===== src/rtl/keypad_scanner.sv =====
`default_nettype none
// +--------------------------------------------------------------------------+
// | keypad_scanner: 4x4 matrix keypad column scanner with debounced hex code |
// | Optional auto-repeat strobe under macro KEYPAD_REPEAT_EN.  Rev 1.0       |
// +--------------------------------------------------------------------------+
module keypad_scanner #(
  parameter int SCAN_CYCLES    = 50000,
  parameter int DEBOUNCE_SCANS = 4,
  parameter int REPEAT_SCANS   = 250
) (
  input  logic       clk,
  input  logic       rst_n,
  input  logic [3:0] row,
  output logic [3:0] col,
  output logic [3:0] key_code,
  output logic       key_valid,
  output logic       key_down
);

  localparam int DWELL_W  = $clog2(SCAN_CYCLES) + 1;
  localparam int STABLE_W = $clog2(DEBOUNCE_SCANS) + 1;
  localparam logic [DWELL_W-1:0]  DWELL_LAST = DWELL_W'(SCAN_CYCLES - 1);
  localparam logic [DWELL_W-1:0]  DWELL_ONE  = DWELL_W'(1);
  localparam logic [STABLE_W-1:0] STABLE_MAX = STABLE_W'(DEBOUNCE_SCANS);
  localparam logic [STABLE_W-1:0] STABLE_ONE = STABLE_W'(1);

  generate
    if (SCAN_CYCLES < 4 || DEBOUNCE_SCANS < 1 || REPEAT_SCANS < 1) begin : g_param_check
      $error("keypad_scanner: parameter below its minimum");
    end
  endgenerate

  // Map index is col*4+row; the table follows the printed keypad legend.
  function automatic logic [3:0] key_hex(input logic [3:0] idx);
    case (idx)
      4'd0:  key_hex = 4'h1;  4'd1:  key_hex = 4'h4;
      4'd2:  key_hex = 4'h7;  4'd3:  key_hex = 4'h0;
      4'd4:  key_hex = 4'h2;  4'd5:  key_hex = 4'h5;
      4'd6:  key_hex = 4'h8;  4'd7:  key_hex = 4'hF;
      4'd8:  key_hex = 4'h3;  4'd9:  key_hex = 4'h6;
      4'd10: key_hex = 4'h9;  4'd11: key_hex = 4'hE;
      4'd12: key_hex = 4'hA;  4'd13: key_hex = 4'hB;
      4'd14: key_hex = 4'hC;  default: key_hex = 4'hD;
    endcase
  endfunction

  logic [3:0]          row_meta_q, row_meta_d;
  logic [3:0]          row_sync_q, row_sync_d;
  logic [3:0]          col_q, col_d;
  logic [1:0]          col_idx_q, col_idx_d;
  logic [DWELL_W-1:0]  dwell_q, dwell_d;
  logic [15:0]         map_q, map_d;
  logic [4:0]          result_q, result_d;   // {found, hex}
  logic [STABLE_W-1:0] stable_q, stable_d;
  logic                eval_q, eval_d;
  logic [3:0]          key_code_q, key_code_d;
  logic                key_down_q, key_down_d;
  logic                key_valid_q, key_valid_d;

  logic                dwell_last;
  logic                scan_end;
  logic                scan_found;
  logic [3:0]          scan_code;
  logic [4:0]          scan_result;

`ifdef KEYPAD_REPEAT_EN
  localparam int RPT_W = $clog2(REPEAT_SCANS) + 1;
  localparam logic [RPT_W-1:0] RPT_LAST = RPT_W'(REPEAT_SCANS - 1);
  logic [RPT_W-1:0] rpt_cnt_q, rpt_cnt_d;
  logic             rpt_fire_q, rpt_fire_d;
`endif

  always_comb begin
    row_meta_d  = row;
    row_sync_d  = row_meta_q;
    col_d       = col_q;
    col_idx_d   = col_idx_q;
    dwell_d     = dwell_q + DWELL_ONE;
    map_d       = map_q;
    result_d    = result_q;
    stable_d    = stable_q;
    eval_d      = 1'b0;
    key_code_d  = key_code_q;
    key_down_d  = key_down_q;
    key_valid_d = 1'b0;

    dwell_last = (dwell_q == DWELL_LAST);
    scan_end   = dwell_last && (col_idx_q == 2'd3);

    if (dwell_last) begin
      dwell_d   = '0;
      col_d     = {col_q[2:0], col_q[3]};
      col_idx_d = col_idx_q + 2'd1;
      map_d[{col_idx_q, 2'b00} +: 4] = ~row_sync_q;
    end

    // Descending sweep so the lowest pressed index wins.
    scan_found = 1'b0;
    scan_code  = 4'h0;
    for (int i = 15; i >= 0; i--) begin
      if (map_d[i]) begin
        scan_found = 1'b1;
        scan_code  = key_hex(4'(i));
      end
    end
    scan_result = {scan_found, scan_code};

    if (scan_end) begin
      result_d = scan_result;
      if (scan_result != result_q) begin
        stable_d = STABLE_ONE;
        eval_d   = (STABLE_ONE == STABLE_MAX);
      end else if (stable_q != STABLE_MAX) begin
        stable_d = stable_q + STABLE_ONE;
        eval_d   = (stable_d == STABLE_MAX);
      end
    end

    // Commit runs one cycle after the scan that made the result stable.
    if (eval_q) begin
      if (result_q[4]) begin
        if (!key_down_q || (result_q[3:0] != key_code_q)) begin
          key_code_d  = result_q[3:0];
          key_down_d  = 1'b1;
          key_valid_d = 1'b1;
        end
      end else begin
        key_down_d = 1'b0;
      end
    end

`ifdef KEYPAD_REPEAT_EN
    rpt_cnt_d  = rpt_cnt_q;
    rpt_fire_d = 1'b0;
    if (scan_end) begin
      if (key_down_q && scan_found && (scan_code == key_code_q)) begin
        if (rpt_cnt_q == RPT_LAST) begin
          rpt_cnt_d  = '0;
          rpt_fire_d = 1'b1;
        end else begin
          rpt_cnt_d = rpt_cnt_q + RPT_W'(1);
        end
      end else begin
        rpt_cnt_d = '0;
      end
    end
    if (rpt_fire_q) begin
      key_valid_d = 1'b1;
    end
`endif
  end

  always_ff @(posedge clk or negedge rst_n) begin
    if (!rst_n) begin
      row_meta_q  <= 4'b1111;
      row_sync_q  <= 4'b1111;
      col_q       <= 4'b1110;
      col_idx_q   <= 2'd0;
      dwell_q     <= '0;
      map_q       <= '0;
      result_q    <= '0;
      stable_q    <= '0;
      eval_q      <= 1'b0;
      key_code_q  <= 4'h0;
      key_down_q  <= 1'b0;
      key_valid_q <= 1'b0;
    end else begin
      row_meta_q  <= row_meta_d;
      row_sync_q  <= row_sync_d;
      col_q       <= col_d;
      col_idx_q   <= col_idx_d;
      dwell_q     <= dwell_d;
      map_q       <= map_d;
      result_q    <= result_d;
      stable_q    <= stable_d;
      eval_q      <= eval_d;
      key_code_q  <= key_code_d;
      key_down_q  <= key_down_d;
      key_valid_q <= key_valid_d;
    end
  end

`ifdef KEYPAD_REPEAT_EN
  always_ff @(posedge clk or negedge rst_n) begin
    if (!rst_n) begin
      rpt_cnt_q  <= '0;
      rpt_fire_q <= 1'b0;
    end else begin
      rpt_cnt_q  <= rpt_cnt_d;
      rpt_fire_q <= rpt_fire_d;
    end
  end
`endif

  assign col       = col_q;
  assign key_code  = key_code_q;
  assign key_valid = key_valid_q;
  assign key_down  = key_down_q;

endmodule
`default_nettype wire

===== config.mk =====
export PLATFORM = sky130hd
export DESIGN_NAME = keypad_scanner
export DESIGN_NICKNAME = d
export VERILOG_FILES = /design/src/rtl/keypad_scanner.sv
export SDC_FILE = /design/constraint.sdc
export NUM_CORES = 1
export LEC_CHECK = 0
export CORE_ASPECT_RATIO = 1.75
export CORE_MARGIN = 5
export CORE_UTILIZATION = 62
export CTS_BUF_LIST = sky130_fd_sc_hd__clkbuf_8
export DETAILED_ROUTE_END_ITERATION = 10
export PLACE_DENSITY = 0.85
export SLEW_MARGIN = 10
export SYNTH_ARGS = -nofsm -noshare
export SYNTH_HDL_FRONTEND = slang
export SYNTH_SLANG_ARGS = --single-unit

===== constraint.sdc =====
create_clock -name clk -period 7.3 [get_ports clk]
set_input_delay 2.19 -clock clk [delete_from_list [all_inputs] [get_ports clk]]
set_output_delay 2.19 -clock clk [all_outputs]
set_load 0.02 [all_outputs]

Word level (Yosys, flattened, before mapping):

Index checks and enable logic that the tools add are counted.

* add/subtract/negate cells: 4
* multipliers: 0
* shift-type cells: 2
* muxes and demuxes: 45
* divide/modulo/power cells: 0
* bitwise operators: 1
* equality and inequality tests: 7
* reduce and logical (&&, ||, !) cells: 7
* magnitude comparators: 0

Operators with widths (count)
* 2-to-1 mux 4 bit: 16
* 2-to-1 mux 1 bit: 24
* adder 17 x 1 -> 17 bit, second input constant: 1
* == test 17 x 16 -> 1 bit, second input constant: 1
* 2-to-1 mux 17 bit: 1
* bitwise mux 16 bit: 1
* 2-to-1 mux 16 bit: 1
* variable shift 4 x 6 -> 16 bit, first input constant: 1
* indexed part select 4 x 6 -> 16 bit: 1
* 2-to-1 mux 3 bit: 2
* negation 4 -> 6 bit: 1
* != test 5 bit: 1
* != test 4 bit: 1
* NOT 4 bit: 1
* AND reduction 2 bit: 2
* adder 3 x 1 -> 3 bit, second input constant: 1
* == test 3 bit, second input constant: 1
* != test 3 bit, second input constant: 1
* AND reduction 3 bit: 1
* adder 2 x 1 -> 2 bit, second input constant: 1
* == test 2 bit, second input constant: 1
* != test 2 x 1 -> 1 bit, second input constant: 1
* nonzero test 2 bit: 1
* logical AND 1 bit: 1
* 2 further kinds: 2

* latch bits: 0
* memories: 0
* output and inout bits: 10
* bits in registers: 62
* memory bits (read-only): 0
* RAM bits: 0
* word-level logic and storage cells: 78

Longest topological paths before layout:

Gate-level depths: netlist of the first run.

* word-level depth: 23
* depth in mapped cells: 13

Worst setup path before layout of the first run:

Ideal clock, no wire load.

* path type: register to register
* start point: register dwell_q[0]
* end point: register stable_q[0]
* stages on the path, launching flop included: 13
* library setup time: 0.125 ns
* setup slack: 4.228 ns
* clock period less this slack: 3.072 ns
* arrival: 2.947 ns
* buffers on the path: 1
* cells stage by stage: dfrtp_1 > ha_1 > and3_1 > buf_2 > nand3_2 > nor2_2 > mux2i_1 > nand4_2 > or3_1 > o32a_1 > a22oi_4 > and4_1 > o22ai_1

* cells in the longest elaborated chain, start to end: 21
* elaborated cells between the ends (all ways): 39

Ends and longest elaborated chain
* start: declaration: line 51 `logic [DWELL_W-1:0] dwell_q, dwell_d;`
* start signal: assignment: line 172 `dwell_q <= dwell_d;`
* == test 17 x 16 -> 1 bit (*): line 87 `dwell_last = (dwell_q == DWELL_LAST);`
* 2-to-1 mux 16 bit: line 90 `if (dwell_last) begin`
* 2-to-1 mux 4 bit or 2-to-1 mux 1 bit (tied branches) (16 in a row): line 101 `if (map_d[i]) begin`
* != test 5 bit: line 110 `if (scan_result != result_q) begin`
* nonzero test 2 bit (no source line)
* AND reduction 2 bit (no source line)
* end signal: assignment: line 175 `stable_q <= stable_d;`
* end: declaration: line 54 `logic [STABLE_W-1:0] stable_q, stable_d;`

Mark *: on every way between the ends. The rest lies on a longest branch, timed or not.
A chain may end at the register's enable or synchronous reset.

Worst setup path in the final report of the first run:

* start point: register col_q[1] (netlist: col[1])
* end point: output col[1]

RTL lines
* start: declaration: line 49 `logic [3:0] col_q, col_d;`
* start signal: assignment: line 170 `col_q <= col_d;`
* end: declaration: line 14 `output logic [3:0] col,`

No word-level cell between the ends.

==> metrics.txt, run 1 <==
clock root cell clkbuf_8; vias in the first global route 2,514; Fillers 380; DR vias 2,457; sequential power share 0.506; Slew HR 0.305; fin area 3710 um^2; final setup violation count 0; Worst Path Buf+Inv 1; non-filler cells, final 410; worst slack, placed 3.89 ns; largest net degree at the start of global routing 63; crit-path cells clkdlybuf4s50_1; static leakage 1.78 nW; combinational share of power 0.015; reg-to-reg slack, setup 3.84 ns; Post-Syn Area 3290 um^2; drt first pass iters 4; Most Crowded Layer GR met2; min-delay worst type register to register; CTS Buffer Depth 2; Syn Area/Cell 9.98 um^2; First DRT Iteration DRCs 116; YS warnings 0; first-pass GRT wire length 11,300 um; Max VDD drop 0.178 mV; max cap viols 0; GR Util met1 0.227; max-slew violations 0; most frequent cells in the layout 51 x dfrtp_1, 37 x nand2_1, 36 x nor2_1; CP Capture Type output port; Net Sw Frac 0.216; CTS-repair resized insts 0; synth unique cells 56; Setup CP Type register to output port; fmax 0.270 GHz; initial antenna violation count 0; Clk pin slew, worst setup/hold paths 0.07 ns; predominant post-synthesis flop cell dfrtp_1; Post-synth EDFFs 0; Post-CTS Setup Inserts 0; commonest non-fill, non-tap cell in the layout dfrtp_1; Final Routed Wirelength 6520 um; Area Overhead vs Synth 12.6%; nets 365; Via density 5.99; Clk pwr share 0.479; worst stage delay on the critical path 0.61 ns; reg-to-reg critical path startpoint dwell_q[0]$_DFF_PN0_; Hold Path End row_sync_q[1]$_DFF_PN1_; # DRC 0; Initial Util 0.632; Async S/R FF share, synth 1.00; clock skew 0.00796 ns; period utilisation layout 0.507; top cell type's share of synthesized area 0.388; ratio of cells with drive above 1 in the final layout 0.152; Worst setup SP type register; Worst Path Required 5.11 ns; syn_nets 345; Max stage delay cell, worst path clkdlybuf4s50_1; Skew-Pair Late Insertion Delay 0.35 ns; Hold Startpoint row_meta_q[1]$_DFF_PN1_; # clock sinks 62; H-tree levels 3; Cell Rows 35; GP Congestion 0.928; DP Area 3490 um^2; final antenna-violating net count 0; worst r2r path cells 11; min cycle time layout 3.70 ns; Psw 0.150 mW; Yosys reg bits 62; setup TNS 0 ns; Hold WS 0.356 ns; outcome completed; synth top area cells dfrtp_1 39%, dfstp_2 8.8%, nand2_1 4.2%; WP data arrival 1.51 ns; Final Hold Fails 0; I/O pin cnt 16; grt ovf 0; Cell Pwr Density 187 nW/um^2; post-placement cell count 394; die width 65.1 um; M3 GR Usage 0.0507; RSZ-0062 raised after global routing no; Worst Setup Slack, final 3.60 ns; internal power 0.544 mW; Port Buffers 15; CP max FO 3; CTS buffer count 9; worst flop-to-flop path endpoint stable_q[1]$_DFFE_PN0P_; CTS tree yes; antenna fix cells 0; area of the multi-input gates 1620 um^2; total core area 5210 um^2; GRT met2 Usage 0.380; Die H 106 um; delay-heaviest family, CP buffers and inverters; dpl hpwl 4720 um; GRT Util Overall 0.218; Post-CTS Hold Fix Bufs 0; Worst Hold Path Cells 0; fin util 0.711; WL/cell 15.9 um; sequential fraction of the synthesis area 0.475; measured slew at the worst slew-check pin 1.04 ns; dominant cell type by area after synthesis dfrtp_1; cells after synthesis 330; die area 6920 um^2; Design Power 0.694 mW; Sequential Area 1570 um^2
-- synth_stat cells, drive strengths merged, types with 9 or more instances --
master and count:
dfrtp 51, nand2 38, nor2 38, inv 21
mux2i 15, nand3 13, o21ai 13, dfstp 11
mux2 11, nor3 11, a21oi 10, xnor2 10
ha 9, xor2 9
-- sequential cells by signal, indices dropped and copies added, names as in the netlist --
| register | flops |
|---|---|
| col | 4 |
| result_q | 5 |
| dwell_q | 17 |
| map_q | 16 |
| row_meta_q | 4 |
| col_idx_q | 2 |
| eval_q | 1 |
| key_valid | 1 |
| key_code | 4 |
| row_sync_q | 4 |
| key_down | 1 |
| stable_q | 3 |
-- area by class of cell --
type | count | share of cell area
well taps | 55 | 0.0186
multi-input cells | 240 | 0.437
flip-flops and latches | 62 | 0.422
clock inverters | 7 | 0.0263
inverters | 21 | 0.0213
clock buffers | 9 | 0.0334
repair buffers | 16 | 0.0412
-- logic make-up after synthesis --
group,Yosys count,share of synthesized area
fa+ha+maj,9,0.0342
buf+inv,28,0.0323
compound gates,42,0.0848
flops,62,0.475
xor+xnor,19,0.0506
mux,26,0.0882
simple gates,144,0.235
-- power groups by stage --
stage               Clock [mW]  Combinational (mW)  Sequential [mW]
floorplan                    0             0.00257            0.355
global placement             0              0.0109            0.357
detailed placement           0              0.0111            0.357
CTS                      0.339              0.0112            0.351
global route             0.360              0.0124            0.351
finish                   0.333              0.0105            0.351
-- layer usage --
layer  wire length [um]  vias up  share of wire
met2               3470       56           0.53
met4                342        0          0.052
li1                   -     1193              -
met5                  0        -              0
met1               2470     1177           0.38
met3                230       31          0.035
-- worst max-delay path by stage --
stage	slack, ns	end	cells past startpoint	from
5_1_grt	3.44	stable_q[1]$_DFFE_PN0P_	11	dwell_q[0]$_DFF_PN0_
2_1_floorplan	4.23	stable_q[0]$_DFFE_PN0P_	12	dwell_q[0]$_DFF_PN0_
3_5_place_dp	3.89	stable_q[0]$_DFFE_PN0P_	11	dwell_q[0]$_DFF_PN0_
6_report	3.60	col[1]	1	col[1]$_DFFE_PN1N_
4_1_cts	3.58	col[1]	1	col[1]$_DFFE_PN1N_
3_3_place_gp	3.99	col[1]	1	col[1]$_DFFE_PN1N_
Note: power is estimated with default switching activity, not from simulation.
==> run 2: changes to the inputs <==
CORE_UTILIZATION = 56   (was 62)
PLACE_DENSITY = 0.81   (was 0.85)
clock period = 3.1 ns   (was 7.3 ns; I/O delays follow)
==> run 2 against run 1 <==
  * Count of clock-buffer cells in the layout grew 1
  * Core utilization fell by 0.81 points
  * Via count grew 7.9%
  * Largest power group unchanged
  * Sequential power grew 140%
  * Clock power is 140% higher
  * First-iteration DRC count is 86% higher
  * Clock skew fell by 0.0026 ns
==> metrics.txt, run 2 (synthesis gave the netlist of run 1 again) <==
outcome completed; Area Overhead vs Synth 23.6%; final setup violation count 0 (unchanged); # DRC 0 (unchanged); nets 390 (+6.8%); max cap viols 0 (unchanged); DP Area 3650 um^2 (+4.7%); fin area 4070 um^2 (+9.8%); static leakage 1.90 nW (+6.9%); dpl hpwl 5350 um (+13%); crit-path cells nor4b_4 > nand4b_1 > nor2_4 > buf_4 > mux2i_2 > nand2_1 > or3_1 > o32a_1 > a22oi_4 > and4_1 > o22ai_1; Max stage delay cell, worst path dfrtp_1; clock skew 0.00534 ns (-0.00262 ns); GP Congestion 0.911 (-1.9%); WL/cell 17.3 um (+9.1%); Max VDD drop 0.346 mV (+95%); max-slew violations 0 (unchanged); period utilisation layout 0.966; die width 68.0 um (+4.4%); measured slew at the worst slew-check pin 0.608 ns (-0.432 ns); most frequent cells in the layout 48 x dfrtp_1, 37 x nand2_1, 35 x nor2_1; fmax 0.334 GHz; worst slack, placed 0.0555 ns (-3.83 ns); vias in the first global route 2,740 (+9.0%); H-tree levels 3 (unchanged); largest registers dwell_q (17), map_q (16), result_q (5); CP max FO 6 (+3); ratio of cells with drive above 1 in the final layout 0.266 (+0.114); worst stage delay on the critical path 0.41 ns (-0.20 ns); Skew-Pair Late Insertion Delay 0.35 ns (about the same); Die H 111 um (+4.7%); Final Routed Wirelength 7940 um (+22%); Port Buffers 15 (unchanged); Design Power 1.64 mW (+140%); setup TNS 0 ns (unchanged); Final Hold Fails 0 (unchanged); Worst Hold Path Cells 0 (unchanged); reg-to-reg critical path startpoint dwell_q[5]$_DFF_PN0_; commonest non-fill, non-tap cell in the layout dfrtp_1; Fillers 409 (+7.6%); die area 7570 um^2 (+9.4%); worst flop-to-flop path endpoint stable_q[0]$_DFFE_PN0P_; CTS buffer count 9 (unchanged); min cycle time layout 3.00 ns; total core area 5790 um^2 (+11%); initial antenna violation count 0 (unchanged); Hold Startpoint row_meta_q[1]$_DFF_PN1_; reg-to-reg slack, setup 0.10 ns (-3.74 ns); Clk pin slew, worst setup/hold paths 0.07 ns (about the same); GRT Util Overall 0.220 (+0.00178); Slew HR 0.593 (+0.289); Worst setup SP type register; Hold Path End row_sync_q[1]$_DFF_PN1_; Worst Setup Slack, final 0.105 ns (-3.50 ns); I/O pin cnt 16 (unchanged); First DRT Iteration DRCs 216 (+86%); Worst Path Required 3.33 ns (-1.78 ns); DR vias 2,652 (+7.9%); fin util 0.703 (-0.00805); CP Capture Type register; # clock sinks 62 (unchanged); Via density 5.79 (-3.4%); worst r2r path cells 11 (unchanged); max reg flops 17 (unchanged); CTS tree yes; clock root cell clkbuf_8; Setup CP Type register to register; RSZ-0062 raised after global routing yes; Cell Pwr Density 404 nW/um^2 (+120%); Most flops, register dwell_q; min-delay worst type register to register; drt first pass iters 4 (unchanged); CTS Buffer Depth 2 (unchanged); WP data arrival 3.23 ns (+1.72 ns); first-pass GRT wire length 12,500 um (+11%); Initial Util 0.569 (-0.0628); final antenna-violating net count 0 (unchanged); antenna fix cells 0 (unchanged); largest net degree at the start of global routing 29 (-54%); Cell Rows 37 (+5.7%); grt ovf 0 (unchanged)
## run 2: cell types whose count changed in the layout (fill, tap and decap cells not counted), moves of 3 or more
cell / previous run / this run
buf_4: 1 / 25
mux2i_4: 1 / 5
mux2i_2: 1 / 4
nor3_2: 0 / 4
mux2i_1: 13 / 6
nor3_1: 11 / 7
dfrtp_2: 0 / 3
dfrtp_1: 51 / 48
## run 2: final cells by class
cell class / count / area (um^2) / area share
Clock inverter: 6 / 85.1 / 0.0209
Inverter: 21 / 82.6 / 0.0203
Sequential cell: 62 / 1570 / 0.385
Multi-Input combinational cell: 240 / 1750 / 0.429
Timing Repair Buffer: 41 / 353 / 0.0867
Tap cell: 78 / 97.6 / 0.0240
Clock buffer: 10 / 138 / 0.0338
## run 2: where the power goes
group / switching [mW] / leakage, nW / internal (mW)
clock network: 0.317 / 0.108 / 0.471
registers: 0.00744 / 0.810 / 0.819
logic: 0.0193 / 0.986 / 0.00856
total: 0.344 / 1.90 / 1.30
## run 2: routing by layer
metal,vias up,part of all wire,global-route usage
li1,1242,-,-
met1,1276,0.35,0.235
met2,106,0.56,0.375
met3,28,0.046,0.0474
met4,0,0.040,0.137
met5,-,0,0
## run 2: per-stage QoR
step,cells,hold WS [ns]
after detailed placement,435,0.349
after global routing,458,0.364
final,458,0.357
after global placement,435,0.346
after floorplan,330,0.345
after CTS,451,0.359
## run 2: worst max-delay path: cells and delay by family (launching register included)
family                 cells  cell delay (ns)
AOI/OAI and AO/OA          3             0.51
buffers and inverters      1             0.19
DFF                        1             0.41
muxes                      1             0.34
and+or+nand+nor            6             1.42
## run 2: worst max path at each step
stage,to,startpoint
floorplan,stable_q[0]$_DFFE_PN0P_,dwell_q[0]$_DFF_PN0_
CTS,stable_q[0]$_DFFE_PN0P_,dwell_q[0]$_DFF_PN0_
detailed placement,stable_q[0]$_DFFE_PN0P_,dwell_q[0]$_DFF_PN0_
global route,stable_q[1]$_DFFE_PN0P_,dwell_q[5]$_DFF_PN0_
global placement,stable_q[0]$_DFFE_PN0P_,dwell_q[11]$_DFF_PN0_
finish,stable_q[0]$_DFFE_PN0P_,dwell_q[5]$_DFF_PN0_
## run 2: what timing repair did
action,CTS,global route
gates resized for setup,0,32
hold buffers,0,0
endpoints found under the setup margin,0,4
buffers inserted,0,7
==> run 3: changes to the inputs <==
CTS_BUF_LIST = sky130_fd_sc_hd__clkbuf_4   (was sky130_fd_sc_hd__clkbuf_8)
REMOVE_ABC_BUFFERS = 1   (was default)
==> run 3 against run 2 <==
  * Via count is 1.7% lower
  * Routed wire length is 9.1% lower
  * Non-clock buffer count is 1 lower
  * Sequential cell count stayed put
  * Final area is 3.8% lower
  * Cell count is 0.22% lower
  * Die area stayed put
  * Sequential power hardly changed
  * Core utilization is 2.7 points lower
  * Sequential share of layout area is 1.5 points higher
  * Clock power is 42% lower
==> metrics.txt, run 3 (synthesis gave the netlist of run 1 again) <==
ratio of cells with drive above 1 in the final layout 0.245 (-0.0204); Hold Path End row_sync_q[2]$_DFF_PN1_; WP data arrival 3.36 ns (+0.13 ns); antenna fix cells 0 (unchanged); final setup violation count 0 (unchanged); final antenna-violating net count 0 (unchanged); Die H 111 um (unchanged); sequential power share 0.631 (+0.128); fin util 0.677 (-0.0266); DP Area 3650 um^2 (+0.14%); largest registers dwell_q (17), map_q (16), result_q (5); Worst setup SP type register; reg-to-reg critical path startpoint dwell_q[5]$_DFF_PN0_; Hold WS 0.353 ns (-0.00407 ns); Hold Startpoint row_meta_q[2]$_DFF_PN1_; min cycle time layout 3.01 ns (+0.0169 ns); Skew-Pair Late Insertion Delay 0.43 ns (+0.08 ns); Most flops, register dwell_q; RSZ-0062 raised after global routing yes; static leakage 1.85 nW (-2.6%); initial antenna violation count 0 (unchanged); Crit. Startpoint dwell_q[5]$_DFF_PN0_; Max VDD drop 0.260 mV (-25%); outcome completed; Port Buffers 15 (unchanged); clock skew 0.0130 ns (+0.00764 ns); worst flop-to-flop path endpoint stable_q[1]$_DFFE_PN0P_; most frequent cells in the layout 50 x dfrtp_1, 37 x nand2_1, 36 x nor2_1; max cap viols 0 (unchanged); fin area 3920 um^2 (-3.8%); clock root cell clkbuf_4; Worst Path Required 3.45 ns (+0.12 ns); Initial Util 0.569 (unchanged); H-tree levels 3 (unchanged); Worst Hold Path Cells 0 (unchanged); WL/cell 15.8 um (-8.9%); combinational share of power 0.021 (+0.004); Area Overhead vs Synth 19.0%; worst r2r path cells 10 (-1); commonest non-fill, non-tap cell in the layout dfrtp_1; min-delay worst type register to register; dpl hpwl 5320 um (-0.60%); Clk pwr share 0.348 (-0.132); CP Capture Type register; max-slew violations 0 (unchanged); largest net degree at the start of global routing 63 (+120%); measured slew at the worst slew-check pin 0.417 ns (-0.191 ns); Setup CP Type register to register; Clk pin slew, worst setup/hold paths 0.10 ns (+0.03 ns); Cell Pwr Density 334 nW/um^2 (-17%); Design Power 1.31 mW (-20%); GRT Util Overall 0.212 (-0.00785); Slew HR 0.721 (+0.128); max reg flops 17 (unchanged); fmax 0.332 GHz (-0.56%); Cell Rows 37 (unchanged); CTS Buffer Depth 2 (unchanged); die area 7570 um^2 (unchanged); I/O pin cnt 16 (unchanged); period utilisation layout 0.972 (+0.00545); drt first pass iters 5 (+1); Post-CTS Hold Fix Bufs 0 (unchanged); first-pass GRT wire length 12,000 um (-4.3%); DR vias 2,606 (-1.7%); internal power 1.01 mW (-22%); Via density 5.70 (-1.5%); CP max FO 5 (-1); Final Routed Wirelength 7220 um (-9.1%); grt ovf 0 (unchanged); # DRC 0 (unchanged); Fillers 460 (+12%); First DRT Iteration DRCs 213 (-1.4%); Psw 0.298 mW (-13%); Final Hold Fails 0 (unchanged); Net Sw Frac 0.228 (+0.0185); setup TNS 0 ns (unchanged); total core area 5790 um^2 (unchanged); vias in the first global route 2,661 (-2.9%); CTS tree yes; CTS buffer count 9 (unchanged); GP Congestion 0.864 (-5.1%); reg-to-reg slack, setup 0.09 ns (-0.02 ns); # clock sinks 62 (unchanged); die width 68.0 um (unchanged); nets 389 (-0.26%)
-- run 3: cell types whose count changed in the layout (fill, tap and decap cells not counted), sizes merged --
cell,delta
clkinv,+2
inv,+1
clkbuf,+2
clkinvlp,-3
bufinv,-2
buf,-1
-- run 3: worst max-delay path, cell delays in order, from the launching register on --
cell       delay, ns
dfrtp_1         0.42
nor4b_4         0.36
nand4b_1        0.21
nor2_4          0.20
mux2i_2         0.27
nand2_1         0.10
or4_4           0.55
o32a_1          0.23
a22oi_4         0.22
and4_4          0.26
o2bb2ai_1       0.11
-- run 3: final cells by class --
| class | instances | area, um^2 | share of cell area |
|---|---|---|---|
| Inverter | 21 | 78.8 | 0.0201 |
| Tap cell | 78 | 97.6 | 0.0249 |
| Clock buffer | 12 | 90.1 | 0.0230 |
| Clock inverter | 4 | 15.0 | 0.00383 |
| Sequential cell | 62 | 1570 | 0.400 |
| Multi-Input combinational cell | 240 | 1720 | 0.440 |
| Timing Repair Buffer | 40 | 345 | 0.0882 |
-- run 3: timing repair --
action | CTS | global route
setup buffers | 0 | 7
endpoints found under the setup margin | 0 | 4
gates resized for setup | 0 | 26
-- run 3: power groups by stage --
| stage | sequential [mW] | clock, mW | combinational [mW] |
|---|---|---|---|
| after global routing | 0.827 | 0.508 | 0.0326 |
| after CTS | 0.825 | 0.470 | 0.0284 |
| after detailed placement | 0.841 | 0 | 0.0284 |
| final | 0.825 | 0.455 | 0.0278 |
| after floorplan | 0.838 | 0 | 0.00329 |
| after global placement | 0.840 | 0 | 0.0280 |
-- run 3: worst max path at each step --
| stage | slack (ns) | depth (start not counted) | end |
|---|---|---|---|
| 2_1_floorplan | 0.03 | 11 | stable_q[0]$_DFFE_PN0P_ |
| 3_3_place_gp | 0.16 | 11 | stable_q[1]$_DFFE_PN0P_ |
| 3_5_place_dp | 0.07 | 11 | stable_q[1]$_DFFE_PN0P_ |
| 4_1_cts | 0.04 | 11 | stable_q[0]$_DFFE_PN0P_ |
| 5_1_grt | -0.05 | 11 | stable_q[1]$_DFFE_PN0P_ |
| 6_report | 0.09 | 10 | stable_q[1]$_DFFE_PN0P_ |
-- run 3: per-layer routing --
| layer | part of all wire | vias up | wire (um) | track usage |
|---|---|---|---|---|
| met5 | 0 | - | 0 | 0 |
| met1 | 0.37 | 1259 | 2640 | 0.218 |
| met4 | 0.055 | 0 | 400 | 0.134 |
| li1 | - | 1236 | - | - |
| met2 | 0.54 | 77 | 3900 | 0.364 |
| met3 | 0.039 | 34 | 284 | 0.0535 |
-- run 3: through the flow --
stage / std cells / setup slack (ns)
final: 457 / 0.0877
after global routing: 457 / -0.0541
after CTS: 450 / 0.0402
after detailed placement: 434 / 0.0733
after global placement: 434 / 0.160
after floorplan: 323 / 0.0312
